File: config.mk
export PLATFORM = sky130hd
export DESIGN_NAME = riscv_pipe_ctrl
export DESIGN_NICKNAME = d
export VERILOG_FILES = /design/src/rtl/riscv_pipe_ctrl.sv
export SDC_FILE = /design/constraint.sdc
export NUM_CORES = 1
export LEC_CHECK = 0
export BUFFER_PORTS_ARGS = -buffer_cell sky130_fd_sc_hd__buf_2
export CAP_MARGIN = 20
export CORE_ASPECT_RATIO = 2
export CORE_MARGIN = 2
export CORE_UTILIZATION = 47
export CTS_CLUSTER_DIAMETER = 100
export CTS_CLUSTER_SIZE = 12
export DETAILED_ROUTE_END_ITERATION = 6
export HOLD_SLACK_MARGIN = 0.12
export PLACE_DENSITY = 0.76
export SYNTH_ARGS = -nofsm -noshare
export SYNTH_HDL_FRONTEND = slang
export SYNTH_SLANG_ARGS = --single-unit
File: constraint.sdc
create_clock -name i_clk -period 2.13 [get_ports i_clk]
set_input_delay 0.3195 -clock i_clk [delete_from_list [all_inputs] [get_ports i_clk]]
set_output_delay 0.3195 -clock i_clk [all_outputs]
set_load 0.05 [all_outputs]
File: src/rtl/riscv_pipe_ctrl.sv
// Central pipeline control for the 5-stage RV32I core: per-stage enable, flush
// and bubble generation, per-stage valid tracking, and saturating stall/flush counters.
module riscv_pipe_ctrl #(
  parameter int unsigned CNT_W = 32
) (
  input  logic             i_clk,
  input  logic             i_rstn,
  input  logic [4:0]       i_id_rs1,
  input  logic [4:0]       i_id_rs2,
  input  logic             i_id_rs1_used,
  input  logic             i_id_rs2_used,
  input  logic [4:0]       i_ex_rd,
  input  logic             i_ex_regwrite,
  input  logic             i_ex_is_load,
  input  logic             i_ex_branch_taken,
  input  logic             i_imem_stall,
  input  logic             i_dmem_stall,
  output logic             o_en_pc,
  output logic             o_en_ifid,
  output logic             o_en_idex,
  output logic             o_en_exmem,
  output logic             o_en_memwb,
  output logic             o_flush_ifid,
  output logic             o_bubble_idex,
  output logic             o_valid_id,
  output logic             o_valid_ex,
  output logic             o_valid_mem,
  output logic             o_valid_wb,
  output logic [CNT_W-1:0] o_stall_cnt,
  output logic [CNT_W-1:0] o_flush_cnt
);

  typedef enum logic [2:0] {
    MODE_RUN,
    MODE_FETCH_WAIT,
    MODE_LOAD_USE,
    MODE_REDIRECT,
    MODE_DMEM_WAIT
  } mode_e;

  mode_e            mode;
  logic             br;
  logic             lu;
  logic             rs1_hit;
  logic             rs2_hit;
  logic             stall_inc;
  logic             flush_inc;

  logic             valid_id_q, valid_id_d;
  logic             valid_ex_q, valid_ex_d;
  logic             valid_mem_q, valid_mem_d;
  logic             valid_wb_q, valid_wb_d;
  logic [CNT_W-1:0] stall_cnt_q, stall_cnt_d;
  logic [CNT_W-1:0] flush_cnt_q, flush_cnt_d;

  // A redirect or load-use is only meaningful when EX (and ID) hold real instructions.
  assign br      = i_ex_branch_taken & valid_ex_q;
  assign rs1_hit = i_id_rs1_used & (i_id_rs1 == i_ex_rd);
  assign rs2_hit = i_id_rs2_used & (i_id_rs2 == i_ex_rd);
  assign lu      = valid_ex_q & valid_id_q & i_ex_is_load & i_ex_regwrite &
                   (i_ex_rd != 5'd0) & (rs1_hit | rs2_hit);

  always_comb begin
    if (i_dmem_stall)      mode = MODE_DMEM_WAIT;
    else if (br)           mode = MODE_REDIRECT;
    else if (lu)           mode = MODE_LOAD_USE;
    else if (i_imem_stall) mode = MODE_FETCH_WAIT;
    else                   mode = MODE_RUN;
  end

  // NOTE: every output of a combinational block gets a default first so no path infers a latch.
  always_comb begin
    o_en_pc       = 1'b1;
    o_en_ifid     = 1'b1;
    o_en_idex     = 1'b1;
    o_en_exmem    = 1'b1;
    o_en_memwb    = 1'b1;
    o_flush_ifid  = 1'b0;
    o_bubble_idex = 1'b0;
    unique case (mode)
      MODE_DMEM_WAIT: begin
        o_en_pc    = 1'b0;
        o_en_ifid  = 1'b0;
        o_en_idex  = 1'b0;
        o_en_exmem = 1'b0;
        o_en_memwb = 1'b0;
      end
      MODE_REDIRECT: begin
        o_flush_ifid  = 1'b1;
        o_bubble_idex = 1'b1;
      end
      MODE_LOAD_USE: begin
        o_en_pc       = 1'b0;
        o_en_ifid     = 1'b0;
        o_bubble_idex = 1'b1;
      end
      MODE_FETCH_WAIT: begin
        o_en_pc      = 1'b0;
        o_flush_ifid = 1'b1;
      end
      default: ;
    endcase
    // Reset overrides every mode so no pipeline register captures while the core is held.
    if (!i_rstn) begin
      o_en_pc       = 1'b0;
      o_en_ifid     = 1'b0;
      o_en_idex     = 1'b0;
      o_en_exmem    = 1'b0;
      o_en_memwb    = 1'b0;
      o_flush_ifid  = 1'b0;
      o_bubble_idex = 1'b0;
    end
  end

  always_comb begin
    valid_id_d  = 1'b1;
    valid_ex_d  = valid_id_q;
    valid_mem_d = valid_ex_q;
    valid_wb_d  = valid_mem_q;
    unique case (mode)
      MODE_DMEM_WAIT: begin
        valid_id_d  = valid_id_q;
        valid_ex_d  = valid_ex_q;
        valid_mem_d = valid_mem_q;
        valid_wb_d  = valid_wb_q;
      end
      MODE_REDIRECT: begin
        valid_id_d  = 1'b0;
        valid_ex_d  = 1'b0;
        valid_mem_d = 1'b1;
      end
      MODE_LOAD_USE: begin
        valid_id_d  = valid_id_q;
        valid_ex_d  = 1'b0;
        valid_mem_d = 1'b1;
      end
      MODE_FETCH_WAIT: valid_id_d = 1'b0;
      default: ;
    endcase
  end

  assign stall_inc = (mode == MODE_DMEM_WAIT) | (mode == MODE_LOAD_USE) |
                     (mode == MODE_FETCH_WAIT);
  assign flush_inc = (mode == MODE_REDIRECT);

  // Counters stick at all-ones rather than wrapping.
  always_comb begin
    stall_cnt_d = stall_cnt_q;
    flush_cnt_d = flush_cnt_q;
    if (stall_inc && (stall_cnt_q != '1)) stall_cnt_d = stall_cnt_q + CNT_W'(1);
    if (flush_inc && (flush_cnt_q != '1)) flush_cnt_d = flush_cnt_q + CNT_W'(1);
  end

  // NOTE: sequential state uses non-blocking assignments so all registers update together.
  always_ff @(posedge i_clk or negedge i_rstn) begin
    if (!i_rstn) begin
      valid_id_q  <= 1'b0;
      valid_ex_q  <= 1'b0;
      valid_mem_q <= 1'b0;
      valid_wb_q  <= 1'b0;
      stall_cnt_q <= '0;
      flush_cnt_q <= '0;
    end else begin
      valid_id_q  <= valid_id_d;
      valid_ex_q  <= valid_ex_d;
      valid_mem_q <= valid_mem_d;
      valid_wb_q  <= valid_wb_d;
      stall_cnt_q <= stall_cnt_d;
      flush_cnt_q <= flush_cnt_d;
    end
  end

  assign o_valid_id  = valid_id_q;
  assign o_valid_ex  = valid_ex_q;
  assign o_valid_mem = valid_mem_q;
  assign o_valid_wb  = valid_wb_q;
  assign o_stall_cnt = stall_cnt_q;
  assign o_flush_cnt = flush_cnt_q;

endmodule

==> metrics list <==
- For this block, the via count after detailed routing is 2982.
- The number of max-slew violations in the final report was 0.
- Total power consumption of the routed design: 0.00462 W
- Global route total overflow: 0
- The tool flagged a number of max-cap violations equal to 0.
* All-layer global routing usage: 0.218
* Worst Setup Start Kind: flip-flop
* Cell Rows: 44
* Library cells used by synthesis: 42
- Data on the critical path arrives at its endpoint at 2.27 ns.
- VDD sags by at most 0.801 mV.
- Htree depth: 3
- Largest area contributor in the netlist: sky130_fd_sc_hd__dfrtp_1
- The worst pin sits at a relative slew slack of 0.428.
* Total of endpoints with negative setup slack in the final report: 0
- The first detailed-routing pass ran for 6 iterations.
* Final HPWL from detailed placement: 6.24 mm
- After detailed placement, the design holds a cell count of about 540.
* Worst Max-Slew Pin Slew: 0.858 ns
- In this run, synthesis produced a sequential element count of 68.
- The share of synthesized area in the top cell type comes to 0.491.
- For this run, the register share of the synthesized area comes to 0.491.
- Setup crit start: o_stall_cnt[9]
* Post-detailed-route count of antenna-violating nets: 0
* Post-Layout Cell Count: roughly 560
- For this run, design rule violations remaining after detail routing come to 0.
* Ratio of routed vias to standard cells: about 5.4
* Critical path endpoint category: flip-flop
- Final GP Congestion: between 0.8 and 0.9
- Clock tree from TritonCTS: done
- Dividing total power by cell area gives a power density of 1010 nW/um^2.
* Buffers plus inverters on the worst setup path: 0
* Synth Net Count: about 370
- Syn. warnings: 0
* Status: finished clean
- Initial antenna violation count: 0
- Number of buffers inserted during clock tree synthesis: 9
- Async set-or-reset flop fraction in the synthesized netlist: 1.00
- After clock tree synthesis, the clock-pin slew on the worst setup and hold paths is 0.06 ns.
* Post-synth EDFFs: 0
- At the end of the flow, the number of nets in the layout was 484.
- Synth top area cells: sky130_fd_sc_hd__dfrtp_1, sky130_fd_sc_hd__xor2_1, sky130_fd_sc_hd__xnor2_1, sky130_fd_sc_hd__nand2_1, sky130_fd_sc_hd__nand4_1
- Relative to the synthesized area, the layout overhead comes to 31.5%.
- Netlist area before placement: roughly 3500 um^2
- Average wire per cell in the routed design: 14.8 um
- Initial drt markers: 127
- Layout Skew: around 0.01 ns
- Cell count after synthesis: around 340
* Chip Height: 125 um
- The first global-routing pass estimated 13.7 mm of wire.
- Average cell area after synthesis: 10.1 um^2
- In this run the worst path has a maximum fanout of 6.
- Post-Route WL: 8.20 mm
* Cell family contributing the most delay on the critical path: simple AND/OR/NAND/NOR gates
* Final hold vios: 0
- On the worst path, the slowest cell contributes a delay of 0.55 ns.
- Number of input and output port buffers inserted: 98
- Final critical-path share of the clock period: 0.951
* Number of fillers in the final layout: approximately 600
* Clock tree buffer depth: 2
- Timing-limited maximum frequency: 494 MHz
- The floorplan step defined a die boundary enclosing 8120 um^2.
- The signal on the critical path passes through nand4_4 -> or4_4 -> or4_4 -> nor2_2 -> xor2_1.
- Share of layout cells above drive strength 1: 0.391
* Required arrival time at the worst endpoint: 2.38 ns
- Pin count of the biggest net entering global routing: 69
- Standby leakage power: ~2.1 nW
* Number of global-route vias before repair: 2895
- Min Clock Period, post-route: 2.03 ns
- Clock latency on the worst-skew pair, taken at its later pin, is around 0.33 ns.
* Most prevalent standard cell on the critical path: sky130_fd_sc_hd__or4_4
- Among all flip-flop cells after synthesis, the most frequent one is sky130_fd_sc_hd__dfrtp_1.
- Root Buffer Master: sky130_fd_sc_hd__clkbuf_16
- The number of antenna diodes in the final layout is 0.
* Path type of the worst min-delay path: primary input to async pin
* I/O Pins: 99
- Setup repair after global routing could not meet its margin everywhere.
* Horiz. Die Dim: between 60 and 70 um
* WS Path Type: flip-flop to flip-flop
- After floorplanning, the core was sized to cover about 7000 um^2.
* Reg2Reg Launch Point: o_stall_cnt[9]
- Worst hold slack: 0.195 ns
* Effective utilization at floorplan: 0.481
* Worst-path cell with the longest stage delay: sky130_fd_sc_hd__or4_4
* Sinks on the clock net: 68
* Hold-fix buffer count after cts: 0
metrics by stage:
step / util / TNS [ns] / setup WS [ns] / cell area (um^2)
global placement: 0.584 / 0 / 0.0549 / 4220
detailed placement: 0.584 / 0 / 0.0125 / 4220
finish: 0.632 / 0 / 0.104 / 4560
floorplan: - / -0.00839 / -0.00839 / 3530
global route: 0.632 / -0.0839 / -0.0355 / 4560
CTS: 0.630 / 0 / 0.0135 / 4540
cell usage in the layout (no fill, tap or decap), types with 2 or more instances in the layout:
cell                        netlist  final
sky130_fd_sc_hd__buf_2            3     98
sky130_fd_sc_hd__xor2_1          38     38
sky130_fd_sc_hd__nand2_1         36     36
sky130_fd_sc_hd__dfrtp_2          0     36
sky130_fd_sc_hd__xnor2_1         33     33
sky130_fd_sc_hd__dfrtp_1         68     32
sky130_fd_sc_hd__nand3_1         20     20
sky130_fd_sc_hd__nor3_1          19     19
sky130_fd_sc_hd__nand4_1         17     17
sky130_fd_sc_hd__nor2_1          19     17
sky130_fd_sc_hd__buf_4            2     15
sky130_fd_sc_hd__nor4_1          12     12
sky130_fd_sc_hd__inv_1            9      9
sky130_fd_sc_hd__clkbuf_16        0      9
sky130_fd_sc_hd__and3_1           8      8
sky130_fd_sc_hd__a21oi_1          7      5
sky130_fd_sc_hd__and4_1           4      4
sky130_fd_sc_hd__mux2_2           4      4
sky130_fd_sc_hd__a31oi_1          4      3
sky130_fd_sc_hd__and2_1           3      3
sky130_fd_sc_hd__or3_1            3      3
sky130_fd_sc_hd__a21oi_2          0      2
sky130_fd_sc_hd__nand2b_1         2      2
sky130_fd_sc_hd__or2_2            2      2
sky130_fd_sc_hd__or4_1            3      2
sky130_fd_sc_hd__or4_4            1      2
sky130_fd_sc_hd__a211oi_1         2      2
sky130_fd_sc_hd__nor4b_1          2      2
sky130_fd_sc_hd__nor3b_1          2      2
sky130_fd_sc_hd__nor2_2           0      2
sky130_fd_sc_hd__ha_1             2      2
sky130_fd_sc_hd__bufinv_16        0      2
sky130_fd_sc_hd__clkbuf_1         4      2
kinds of logic (layout without fill, tap and decap cells):
logic type	count (synthesis)	in the layout	share of synthesized area
muxes	4	4	0.0130
AOI/OAI and AO/OA	19	19	0.0357
xor gates and xnor gates	71	71	0.179
DFF	68	68	0.491
buffers and inverters	19	139	0.0242
and+or+nand+nor	160	160	0.249
adders and majority gates	2	2	0.00722
per-layer routing:
layer / wire length [um] / track usage
met5: 0 / 0
met4: 231 / 0.118
met3: 279 / 0.0261
met2: 4680 / 0.389
met1: 3000 / 0.244
report_power, final:
group / switching [W] / total, W / internal [W]
sequential: 0.000233 / 0.00172 / 0.00149
combinational: 0.000949 / 0.00131 / 0.000358
clock: 0.000537 / 0.00159 / 0.00106
total: 0.00172 / 0.00462 / 0.00291
area by class of cell:
cell class | count | area [um^2] | share of cell area
clock buffer | 12 | 246 | 0.0541
clock inverter | 4 | 73.8 | 0.0162
inverter | 9 | 33.8 | 0.00741
multi-input combinational | 256 | 1720 | 0.377
sequential | 68 | 1750 | 0.383
tap | 92 | 115 | 0.0253
timing repair buffer | 114 | 623 | 0.137
repair_timing:
item | 4_1_cts | 5_1_grt
buffers inserted | 1 | 0
gates resized for setup | 0 | 5
setup endpoints to repair | 1 | 8
pin swaps | 1 | 2
sequential cells by signal, summed over array words and instances (netlist names):
signal	flops
o_valid_mem	1
o_stall_cnt	32
o_valid_wb	1
o_flush_cnt	32
o_valid_id	1
o_valid_ex	1
synthesized netlist by cell type (all sizes together) (2+ instances only):
| master | instances |
|---|---|
| or3 | 3 |
| mux2 | 4 |
| xor2 | 38 |
| ha | 2 |
| dfrtp | 68 |
| inv | 9 |
| and4 | 4 |
| nand3 | 21 |
| xnor2 | 33 |
| nand2b | 2 |
| nor2 | 19 |
| buf | 5 |
| and3 | 8 |
| a31oi | 4 |
| nor3 | 20 |
| and2 | 3 |
| or2 | 2 |
| nor4 | 13 |
| or4 | 4 |
| clkbuf | 5 |
| nand2 | 36 |
| nor3b | 2 |
| nor4b | 2 |
| a21oi | 7 |
| nand4 | 18 |
| a211oi | 2 |
path summary, 6_finish.rpt:
path                       cells past startpoint         endpoint  slack [ns]
max                                            5  o_stall_cnt[31]        0.10
min                                            2       o_valid_wb        0.19
max reg2reg                                    5  o_stall_cnt[31]        0.10
min reg2reg                                    1  o_stall_cnt[16]        0.48
max in group asynchronous                      2  o_stall_cnt[18]        1.29
min in group i_clk                             2       o_valid_id        0.26
(Power assumes the default switching activity.)
